===== config.mk =====
export PLATFORM = sky130hd
export DESIGN_NAME = axi4lite_read_master
export DESIGN_NICKNAME = d
export VERILOG_FILES = /design/src/rtl/axi4lite_pkg.sv /design/src/rtl/axi4lite_read_master.sv
export SDC_FILE = /design/constraint.sdc
export NUM_CORES = 1
export LEC_CHECK = 0
export CAP_MARGIN = 20
export CELL_PAD_IN_SITES_DETAIL_PLACEMENT = 0
export CELL_PAD_IN_SITES_GLOBAL_PLACEMENT = 1
export CORE_ASPECT_RATIO = 2
export CORE_MARGIN = 5
export CORE_UTILIZATION = 34
export CTS_CLUSTER_DIAMETER = 30
export DETAILED_ROUTE_END_ITERATION = 12
export PLACE_DENSITY_LB_ADDON = 0.1
export SETUP_SLACK_MARGIN = 0.4
export SLEW_MARGIN = 20
export SYNTH_ARGS = -nofsm -noshare
export SYNTH_HDL_FRONTEND = slang
export SYNTH_SLANG_ARGS = --single-unit

===== constraint.sdc =====
create_clock -name aclk -period 2.3 [get_ports aclk]
set_input_delay 0.46 -clock aclk [delete_from_list [all_inputs] [get_ports aclk]]
set_output_delay 0.46 -clock aclk [all_outputs]
set_load 0.01 [all_outputs]

===== src/rtl/axi4lite_pkg.sv =====
// Shared AXI4-Lite definitions: bus widths, response codes, read-master states.
package axi4lite_pkg;

  localparam int unsigned ADDR_W = 32;
  localparam int unsigned DATA_W = 32;
  localparam int unsigned PROT_W = 3;
  localparam int unsigned RESP_W = 2;
  localparam int unsigned CNT_W  = 16;

  localparam logic [RESP_W-1:0] OKAY   = 2'b00;
  localparam logic [RESP_W-1:0] SLVERR = 2'b10;

  typedef enum logic [2:0] {
    IDLE,
    ADDR,
    DATA,
    RESP,
    DRAIN
  } rd_state_e;

  // Captured AR payload.
  typedef struct packed {
    logic [ADDR_W-1:0] addr;
    logic [PROT_W-1:0] prot;
  } ar_req_t;

  // Registered user response payload.
  typedef struct packed {
    logic [DATA_W-1:0] data;
    logic [RESP_W-1:0] resp;
    logic              timeout;
  } rd_rsp_t;

endpackage


===== src/rtl/axi4lite_read_master.sv =====
// Single-outstanding AXI4-Lite read master with an R-channel timeout.
// A timed-out transaction answers SLVERR and then drains the late R beat.
module axi4lite_read_master
  import axi4lite_pkg::*;
#(
  parameter logic [CNT_W-1:0] TIMEOUT_CYCLES = 16'd255
) (
  input  logic              aclk,
  input  logic              aresetn,
  input  logic              req_valid,
  output logic              req_ready,
  input  logic [ADDR_W-1:0] req_addr,
  input  logic [PROT_W-1:0] req_prot,
  output logic              arvalid,
  input  logic              arready,
  output logic [ADDR_W-1:0] araddr,
  output logic [PROT_W-1:0] arprot,
  input  logic              rvalid,
  output logic              rready,
  input  logic [DATA_W-1:0] rdata,
  input  logic [RESP_W-1:0] rresp,
  output logic              rsp_valid,
  input  logic              rsp_ready,
  output logic [DATA_W-1:0] rsp_data,
  output logic [RESP_W-1:0] rsp_resp,
  output logic              rsp_timeout,
  output logic              busy
);

  // The timeout fires in the DATA cycle whose edge would bring the count to
  // TIMEOUT_CYCLES, so the response appears TIMEOUT_CYCLES cycles after DATA entry.
  localparam logic             TIMEOUT_EN   = (TIMEOUT_CYCLES != '0);
  localparam logic [CNT_W-1:0] TIMEOUT_LAST = TIMEOUT_CYCLES - CNT_W'(1);
  localparam logic [CNT_W-1:0] CNT_MAX      = '1;

  rd_state_e        state_q, state_d;
  ar_req_t          ar_q, ar_d;
  rd_rsp_t          rsp_q, rsp_d;
  logic [CNT_W-1:0] cnt_q, cnt_d;
  logic             drain_q, drain_d;
  logic             req_ready_q, req_ready_d;
  logic             arvalid_q, arvalid_d;
  logic             rready_q, rready_d;
  logic             rsp_valid_q, rsp_valid_d;
  logic             busy_q, busy_d;
  logic             timeout_hit;

  assign timeout_hit = TIMEOUT_EN && (cnt_q == TIMEOUT_LAST);

  // State and registered outputs.
  always_ff @(posedge aclk or negedge aresetn) begin
    if (!aresetn) begin
      state_q     <= IDLE;
      ar_q        <= '0;
      rsp_q       <= '{data: '0, resp: OKAY, timeout: 1'b0};
      cnt_q       <= '0;
      drain_q     <= 1'b0;
      req_ready_q <= 1'b0;
      arvalid_q   <= 1'b0;
      rready_q    <= 1'b0;
      rsp_valid_q <= 1'b0;
      busy_q      <= 1'b0;
    end else begin
      state_q     <= state_d;
      ar_q        <= ar_d;
      rsp_q       <= rsp_d;
      cnt_q       <= cnt_d;
      drain_q     <= drain_d;
      req_ready_q <= req_ready_d;
      arvalid_q   <= arvalid_d;
      rready_q    <= rready_d;
      rsp_valid_q <= rsp_valid_d;
      busy_q      <= busy_d;
    end
  end

  // Next-state, payload capture and next values of the registered handshakes.
  always_comb begin
    state_d = state_q;
    ar_d    = ar_q;
    rsp_d   = rsp_q;
    cnt_d   = cnt_q;
    drain_d = drain_q;

    unique case (state_q)
      IDLE: begin
        if (req_valid && req_ready_q) begin
          ar_d.addr = req_addr;
          ar_d.prot = req_prot;
          state_d   = ADDR;
        end
      end
      ADDR: begin
        if (arvalid_q && arready) begin
          cnt_d   = '0;
          state_d = DATA;
        end
      end
      DATA: begin
        if (rvalid) begin
          rsp_d.data    = rdata;
          rsp_d.resp    = rresp;
          rsp_d.timeout = 1'b0;
          state_d       = RESP;
        end else if (timeout_hit) begin
          rsp_d.data    = '0;
          rsp_d.resp    = SLVERR;
          rsp_d.timeout = 1'b1;
          drain_d       = 1'b1;
          state_d       = RESP;
        end else if (cnt_q != CNT_MAX) begin
          cnt_d = cnt_q + CNT_W'(1);
        end
      end
      RESP: begin
        if (rsp_ready) begin
          state_d = drain_q ? DRAIN : IDLE;
        end
      end
      DRAIN: begin
        if (rvalid) begin
          drain_d = 1'b0;
          state_d = IDLE;
        end
      end
      default: begin
        state_d = IDLE;
      end
    endcase

    req_ready_d = (state_d == IDLE);
    arvalid_d   = (state_d == ADDR);
    rready_d    = (state_d == DATA) || (state_d == DRAIN);
    rsp_valid_d = (state_d == RESP);
    busy_d      = (state_d != IDLE);
  end

  assign req_ready   = req_ready_q;
  assign arvalid     = arvalid_q;
  assign araddr      = ar_q.addr;
  assign arprot      = ar_q.prot;
  assign rready      = rready_q;
  assign rsp_valid   = rsp_valid_q;
  assign rsp_data    = rsp_q.data;
  assign rsp_resp    = rsp_q.resp;
  assign rsp_timeout = rsp_q.timeout;
  assign busy        = busy_q;

endmodule


=== After elaboration in Yosys (flattened, before gate mapping) ===
Cells that the tools add are included.

* Add/sub/neg operators: 1
* Equality and inequality tests: 16
* Multiplexer cells: 19
* Reduce and logical (&&, ||, !) cells: 13

{| class="wikitable"
|+ Operator list
! operator !! count
|-
| $mux W35 || 2
|-
| $mux W16 || 4
|-
| $pmux W16 S2 || 1
|-
| $mux W3 || 7
|-
| $add A16 B1 Y16 const B || 1
|-
| $eq A16 B8 Y1 const B || 1
|-
| $ne A16 B16 Y1 const B || 1
|-
| $pmux W3 S5 || 1
|-
| $eq A3 B2 Y1 const B || 4
|-
| $ne A2 B2 Y1 const B || 6
|-
| $eq A3 B1 Y1 const B || 2
|-
| $eq A3 B3 Y1 const B || 2
|-
| $logic_not A3 Y1 || 2
|-
| $reduce_bool A2 Y1 || 3
|-
| $reduce_and A5 Y1 || 1
|-
| $reduce_and A2 Y1 || 2
|-
| $reduce_and A4 Y1 || 1
|-
| $mux W1 || 3
|-
| $reduce_bool A3 Y1 || 1
|-
| $logic_and A1 B1 Y1 || 2
|-
| $pmux W1 S2 || 1
|-
| $logic_or A1 B1 Y1 || 1
|}

* Register bits: 95
* Input bits: 75
* Output and inout bits: 75
* Logic and storage cells: 62

=== Depth between registers and ports, before layout ===
Gate-level depths: netlist of the first run.

* Depth after elaboration: 6
* Depth in mapped cells: 8
* Mapped depth without buffers: 8

=== Worst setup path after synthesis of the first run ===
Ideal clock, no wire load.

* Path type: register to register
* From: register state_q[2]
* To: register cnt_q[6]
* Library setup time: 78 ps
* Arrival time: 1,815 ps
* Data required time: 2,222 ps
* Setup slack: 407 ps
* Stages on the path, launching flop included: 8
* Buffers on the path: 2
* Clock period less this slack: 1,893 ps
* Path through: dfrtp_1 > buf_6 > or3b_4 > nand4_4 > nor2_2 > buf_6 > or4_1 > a21oi_1

* Longest elaborated chain between the ends: 3
* Elaborated cells on any way between the ends: 9
* Those cells by class: 6 x eq/ne; 1 x mux; 2 x reduce/logical

{| class="wikitable"
|+ RTL lines
! item !! RTL line !! source
|-
| start, declared || axi4lite_read_master.sv:36 || <nowiki>rd_state_e state_q, state_d;</nowiki>
|-
| start signal, assigned || axi4lite_read_master.sv:64 || <nowiki>state_q <= state_d;</nowiki>
|-
| $eq A3 B2 Y1 or $eq A3 B1 Y1 (tied branches) || axi4lite_read_master.sv:85 || <nowiki>unique case (state_q)</nowiki>
|-
| $ne A2 B2 Y1 (no line) or $reduce_bool A2 Y1 (tied branches) || - ||
|-
| $reduce_and A5 Y1 (no line) || - ||
|-
| end signal, assigned || axi4lite_read_master.sv:67 || <nowiki>cnt_q <= cnt_d;</nowiki>
|-
| end, declared || axi4lite_read_master.sv:39 || <nowiki>logic [CNT_W-1:0] cnt_q, cnt_d;</nowiki>
|}

Parallel ways exist; a longest one is shown, timed or not.
A chain may end at the register's enable or synchronous reset.

=== Worst setup path after layout of the first run ===
* From: register state_q[0]
* To: register cnt_q[11]

The elaborated chain is that of the path after synthesis.

==> summary.txt, run 1 <==
Routing
  • Post-route antenna net violation count: 0
  • Residual DRC: 0
  • Total number of vias: about 3200
  • WL/cell: between 15 and 20 um
  • Routed WL: ~12000 um
  • TritonRoute pass-1 iters: 6
  • 1st-iter DRT viols: 110
  • Vias per cell: between 5 and 6

Critical path
  • Crit path DAT: roughly 2.2 ns
  • Max Fanout on Critical Path: 7
  • Crit-path max cell delay: between 0.4 and 0.5 ns
  • Worst Setup Start Kind: flip-flop
  • WP buf/inv: 0
  • Crit Path Category: flip-flop to flip-flop
  • CP required: between 2 and 3 ns
  • Worst r2r src: state_q[0]$_DFF_PN0_
  • Crit-path cells: or3b_4, a21oi_4, o2111ai_4, or3_4, a21oi_2
  • Slowest CP cell: dfrtp_2
  • Reg2reg path depth: 5
  • Cell family with most CP delay: simple AND/OR/NAND/NOR gates
  • Worst setup EP type: flip-flop
  • FF-to-FF End: cnt_q[11]$_DFFE_PN0P_
  • Flop-to-flop setup slack: between 0.4 and 0.5 ns

Global routing
  • First-pass GRT wire length: around 18000 um
  • Largest net degree at the start of global routing: 41
  • Initial antenna violation count: 0
  • Total gr overflow: 0
  • Vias in the first global route: ~3400
  • GRT Util Overall: 0.1677

STA
  • Final Skew: 0.005502 ns
  • Peak Freq: about 530 MHz
  • Final Hold Fails: 0
  • Slew Limit Fails: 0
  • Measured slew at the worst slew-check pin: around 0.57 ns
  • RSZ-0062 raised after global routing: yes
  • Worst slew margin: 0.6233
  • Setup Viol. Count Final: 0
  • Final period util: 0.8183
  • Hold slack: around 0.11 ns
  • Period minus WS final: approximately 1.9 ns

Synth
  • Post-synth EDFFs: 0
  • Largest cells by area after synthesis: dfrtp_1 (61%), mux2_2 (10%), a22o_1 (7.4%), a21oi_1 (1.7%), nor2_1 (1.4%)
  • Post-synth top area share: 0.6103
  • Most common library cells after synthesis: dfrtp_1 (95), mux2_2 (35), a22o_1 (33), nor2_1 (15), a21oi_1 (13)
  • Synth Cell Area: 3895 sq um
  • Synth cell types: 43
  • Sequential fraction of the synthesis area: 0.6103
  • Top cell type by total area after synthesis: dfrtp_1
  • Synth Flop Type: dfrtp_1
  • Avg Inst Size Synth: approximately 13 sq um
  • Synth Warn #: 0
  • Instance count of the mapped netlist: slightly below 300
  • Ys async rst share: 1.000
  • Post-synthesis sequential element count: 95
  • Syn_nets: between 300 and 400
  • Count leader, synth: dfrtp_1

Power
  • Pleak: between 2 and 3 nW
  • Power Dens Cells: approximately 1200 nW/um^2
  • Max IR drop VDD: 0.0006573 V
  • Clock Power Share: 0.216
  • Power Total: approximately 7.5 mW
  • P_sw: approximately 2.2 mW
  • Logic pwr share: 0.424
  • Internal power: around 5.2 mW
  • Sequential share of power: 0.360
  • Sw Ratio: 0.2987

Run status
  • Status: completed

CTS
  • CTS tree: yes
  • Root buffer cell: clkbuf_16
  • Worst-Skew Late Latency: about 0.34 ns
  • H-tree depth: 3
  • Num CTS Buffers: 9
  • Clock buffer depth: 2
  • Clock-pin slew on the worst setup and hold paths: ~0.06 ns
  • Cts hold-fix bufs: 0
  • CTS Sinks: 95

Floorplan
  • Overall die width: about 86 um
  • Ports: 150
  • Core box area: between 10000 and 15000 sq um
  • Total die area: between 10000 and 15000 sq um
  • Row Count: 55
  • Starting density of the core: 0.3451
  • Chip Height: ~160 um

Worst hold path
  • Hold crit path type: input port to asynchronous set/reset pin

Flow run
  • MaxCap Viol Count: 0

Final layout
  • Final net count: ~550
  • Layout cells sized above 1: 0.2363
  • Fin util: 0.5531
  • # diodes: 0
  • Area growth, synth to finish: 60.26%

Placed design
  • Port Buf Inserts: ~150
  • Routability cong.: 0.7550
  • DP HPWL: 8306 um
-- layout by cell type (no fill, tap or decap), types with 2 or more instances in the layout --
cell,count
clkdlybuf4s50_1,146
nor2_1,12
nand2_1,11
o21ai_0,10
a21oi_1,7
clkbuf_16,11
dfrtp_1,91
dfrtp_2,4
buf_12,4
o31ai_1,2
bufinv_16,2
and2_1,3
buf_6,2
a22o_1,33
o31ai_2,2
a21oi_2,6
dlygate4sd2_1,2
nor2_2,4
or4_1,5
xor2_1,3
nand4_1,5
or3_1,5
inv_1,4
nand3_1,4
buf_4,19
and3_1,3
or3b_4,2
nand4b_1,2
mux2_2,35
or3_4,2
-- through the flow --
step,TNS (ns),std cells,setup WS [ns],cell area [sq um]
after floorplan,0,296,0.4065,3895
after global placement,-0.3878,586,-0.06043,5633
after detailed placement,-0.7907,586,-0.1265,5633
after CTS,0,607,0.4031,6058
after global routing,0,616,0.3535,6242
final,0,616,0.4179,6242
-- cell type report --
cell class	count	area, sq um
multi-input cells	183	1565
flip-flops and latches	95	2382
repair buffers	175	1774
clock inverters	5	81.33
clock buffers	11	242.7
fillers	1027	5044
well taps	142	177.7
inverters	5	18.77
-- layer usage --
metal,wire length [um],track usage,vias up,part of all wire
met5,0,0,-,0
met4,160,0.05836,0,0.013
met3,704,0.04900,9,0.059
li1,-,-,1446,-
met1,4158,0.1830,1617,0.35
met2,6871,0.3031,97,0.58
-- flip-flops by register name (all words and copies together), names as in the netlist, 2 cells and up --
signal    flops
arprot        3
rsp_resp      2
state_q       3
rsp_data     32
araddr       32
cnt_q        16
-- cells by family (layout without fill, tap and decap cells) --
kind of cell             after synthesis  in the layout  share of synthesized area
AND/OR/NAND/NOR                       70             71                     0.1089
XOR/XNOR                               3              3                   0.006747
AO/OA/AOI/OAI                         70             71                     0.1346
flip-flops                            95             95                     0.6103
multiplexers                          36             36                     0.1070
adder cells (fa/ha/maj)                2              2                   0.006424
buffers and inverters                 20            196                    0.02602
-- repair_timing --
item                                    CTS  global route
endpoints found under the setup margin   52            48
buffers inserted                          4             5
hold endpoints to repair                  0             0
gates cloned                              1             4
gates resized for setup                  17            19
pin swaps                                11             9
-- power by group through the flow --
stage / registers (mW) / clock network [mW] / logic, mW
after detailed placement: 2.73 / 0 / 3.06
after global placement: 2.71 / 0 / 3.03
after global routing: 2.79 / 1.73 / 3.39
after CTS: 2.70 / 1.66 / 3.14
after floorplan: 2.99 / 0 / 0.967
final: 2.69 / 1.61 / 3.18
-- worst register-to-register path: stages (launching register included) --
cell and delay (ns):
dfrtp_2 0.42, or3b_4 0.39, a21oi_4 0.28, o2111ai_4 0.21, or3_4 0.41, a21oi_2 0.12
-- how the worst max path moves through the flow --
stage                                          to  slack [ns]            startpoint  depth (start not counted)
final                       cnt_q[11]$_DFFE_PN0P_        0.42  state_q[0]$_DFF_PN0_                          5
after global routing      rsp_data[5]$_DFFE_PN0P_        0.35  cnt_q[0]$_DFFE_PN0P_                          8
after CTS                    cnt_q[2]$_DFFE_PN0P_        0.40  state_q[0]$_DFF_PN0_                          6
after detailed placement    cnt_q[15]$_DFFE_PN0P_       -0.13                rvalid                          6
after global placement       cnt_q[2]$_DFFE_PN0P_       -0.06                rvalid                          7
after floorplan              cnt_q[6]$_DFFE_PN0P_        0.41  state_q[2]$_DFF_PN0_                          7
Power figures use the tool's default switching activity.
==> run 2, diff against run 1 <==
--- a/config.mk
+++ b/config.mk
@@ -10,7 +10,7 @@
 export CELL_PAD_IN_SITES_GLOBAL_PLACEMENT = 1
 export CORE_ASPECT_RATIO = 2
 export CORE_MARGIN = 5
-export CORE_UTILIZATION = 34
+export CORE_UTILIZATION = 31
 export CTS_CLUSTER_DIAMETER = 30
 export DETAILED_ROUTE_END_ITERATION = 12
 export PLACE_DENSITY_LB_ADDON = 0.1
==> constraint.sdc (replaced) <==
create_clock -name aclk -period 1.7 [get_ports aclk]
set_input_delay 0.34 -clock aclk [delete_from_list [all_inputs] [get_ports aclk]]
set_output_delay 0.34 -clock aclk [all_outputs]
set_load 0.01 [all_outputs]
==> summary.txt, run 2 (synthesis results as in run 1) <==
STA
  • Final period util: 1.094
  • Peak Freq: 537.9 MHz
  • Period minus WS final: approximately 1.9 ns
  • Hold slack: roughly 0.48 ns
  • Final worst slack: -0.1592 ns
  • Worst slew margin: 0.7076
  • Setup Viol. Count Final: 77
  • Measured slew at the worst slew-check pin: approximately 0.44 ns
  • Slew Limit Fails: 0
  • Final Skew: 0.009058 ns
  • Final Hold Fails: 0
  • RSZ-0062 raised after global routing: yes

Routing
  • Met2 WL: approximately 7000 um
  • WL/cell: ~19 um
  • Metal3 WL: roughly 690 um
  • Routed WL: 12730 um
  • 1st-iter DRT viols: approximately 110
  • Vias per cell: 4.937
  • Highest metal used: met4
  • Wl on met1: about 4500 um
  • Residual DRC: 0
  • Total number of vias: 3377
  • TritonRoute pass-1 iters: 4
  • Post-route antenna net violation count: 0

CTS
  • CTS Sinks: 95
  • H-tree depth: 3
  • CTS tree: yes
  • Num CTS Buffers: 9
  • Worst-Skew Late Latency: 0.33 ns
  • Clock buffer depth: 2
  • Clock-pin slew on the worst setup and hold paths: about 0.070 ns
  • Root buffer cell: clkbuf_16

Floorplan
  • Starting density of the core: 0.3120
  • Row Count: 58
  • Overall die width: around 89 um
  • Core box area: 12480 sq um
  • Total die area: between 15000 and 20000 sq um
  • Ports: 150
  • Chip Height: about 170 um

Placed design
  • Dpl cells: 635
  • Routability cong.: between 0.8 and 0.9
  • DP HPWL: 9252 um
  • Port Buf Inserts: 149
  • Post-Place Cell Area: 6158 sq um

Run status
  • Status: finished, violations left
  • Violated checks: negative setup slack

Worst hold path
  • Hold crit path type: input port to asynchronous set/reset pin

Global routing
  • Initial antenna violation count: 0
  • Vias in the first global route: roughly 3700
  • Largest net degree at the start of global routing: 34
  • GRT Util Overall: 0.1701
  • Total gr overflow: 0
  • First-pass GRT wire length: between 15000 and 20000 um

Critical path
  • Reg2reg path depth: 7
  • Crit-path max cell delay: ~0.4 ns
  • CP required: 1.96 ns
  • Worst r2r src: state_q[0]$_DFF_PN0_
  • Crit Path Category: flip-flop to flip-flop
  • Most common cell on crit path: buf_6
  • Max Fanout on Critical Path: 7
  • Crit path DAT: 2.12 ns
  • Slowest CP cell: dfrtp_1
  • Worst setup EP type: flip-flop
  • Crit-path cells: buf_6, nand4b_1, a21oi_4, buf_6, o2111ai_4, or3_1, a21oi_2
  • FF-to-FF End: cnt_q[13]$_DFFE_PN0P_
  • Flop-to-flop setup slack: -0.16 ns
  • Worst Setup Start Kind: flip-flop

Final layout
  • Final net count: ~600
  • Post-route insts no fill: roughly 700
  • Design Area, Final: 6559 sq um
  • Most common cell after layout, fill and taps aside: dfrtp_1
  • Most frequent cells in the layout: dfrtp_1 (94), clkdlybuf4s50_1 (72), buf_4 (61), buf_2 (60), mux2_4 (34)
  • Layout cells sized above 1: 0.4588
  • # diodes: 0
  • Area growth, synth to finish: 68.39%

Flow run
  • MaxCap Viol Count: 0

Power
  • Power Total: approximately 10 mW
  • Max IR drop VDD: ~0.00073 V
  • Power Dens Cells: around 1500 nW/um^2
  • Pleak: 3.091 nW
==> run 2: repair_timing <==
action / in CTS / in global routing
endpoints found under the hold margin: 25 / 0
pin swaps: 19 / 15
hold buffers: 1 / 0
cloned: 5 / 0
setup buffers: 19 / 8
endpoints found under the setup margin: 168 / 127
resized for setup: 285 / 48
==> run 2: how the worst max path moves through the flow <==
| stage | start | end | slack, ns | depth (start not counted) |
|---|---|---|---|---|
| floorplan | state_q[2]$_DFF_PN0_ | araddr[10]$_DFFE_PN0P_ | -0.09 | 4 |
| CTS | state_q[0]$_DFF_PN0_ | cnt_q[13]$_DFFE_PN0P_ | -0.17 | 6 |
| global route | state_q[0]$_DFF_PN0_ | cnt_q[15]$_DFFE_PN0P_ | -0.24 | 7 |
| detailed placement | rvalid | cnt_q[13]$_DFFE_PN0P_ | -0.62 | 6 |
| finish | state_q[0]$_DFF_PN0_ | cnt_q[13]$_DFFE_PN0P_ | -0.16 | 7 |
| global placement | rvalid | cnt_q[0]$_DFFE_PN0P_ | -0.54 | 7 |
==> run 2: cell type report <==
type / instances / area (sq um)
Clock buffer: 10 / 229.0
Clock inverter: 6 / 42.54
Fill cell: 1134 / 5923
Inverter: 5 / 18.77
Multi-Input combinational cell: 183 / 1705
Sequential cell: 95 / 2379
Tap cell: 150 / 187.7
Timing Repair Buffer: 235 / 1997
==> run 2: where the power goes <==
group | leakage, nW | total (mW) | switching, mW | internal, mW
Combinational | 1.77 | 4.48 | 1.90 | 2.58
Sequential | 1.19 | 3.61 | 0.456 | 3.16
Clock | 0.129 | 1.87 | 0.876 | 0.998
Total | 3.09 | 9.97 | 3.23 | 6.74
==> run 2: metrics by stage <==
| step | utilization | TNS (ns) | worst slack, ns |
|---|---|---|---|
| after floorplan | - | -2.448 | -0.09091 |
| after global placement | 0.4934 | -19.81 | -0.5411 |
| after detailed placement | 0.4934 | -20.85 | -0.6170 |
| after CTS | 0.5306 | -8.305 | -0.1714 |
| after global routing | 0.5255 | -14.82 | -0.2425 |
| final | 0.5255 | -7.970 | -0.1592 |
==> run 2: per-layer routing <==
metal | vias up | GRT usage
li1 | 1570 | -
met1 | 1700 | 0.1809
met2 | 89 | 0.3174
met3 | 18 | 0.03312
met4 | 0 | 0.06286
met5 | - | 0
==> run 2: critical path: cells and delay by family (launching register included) <==
kind | cells | cell delay [ns]
AND/OR/NAND/NOR | 2 | 0.59
AO/OA/AOI/OAI | 3 | 0.55
flip-flops | 1 | 0.40
buffers and inverters | 2 | 0.25
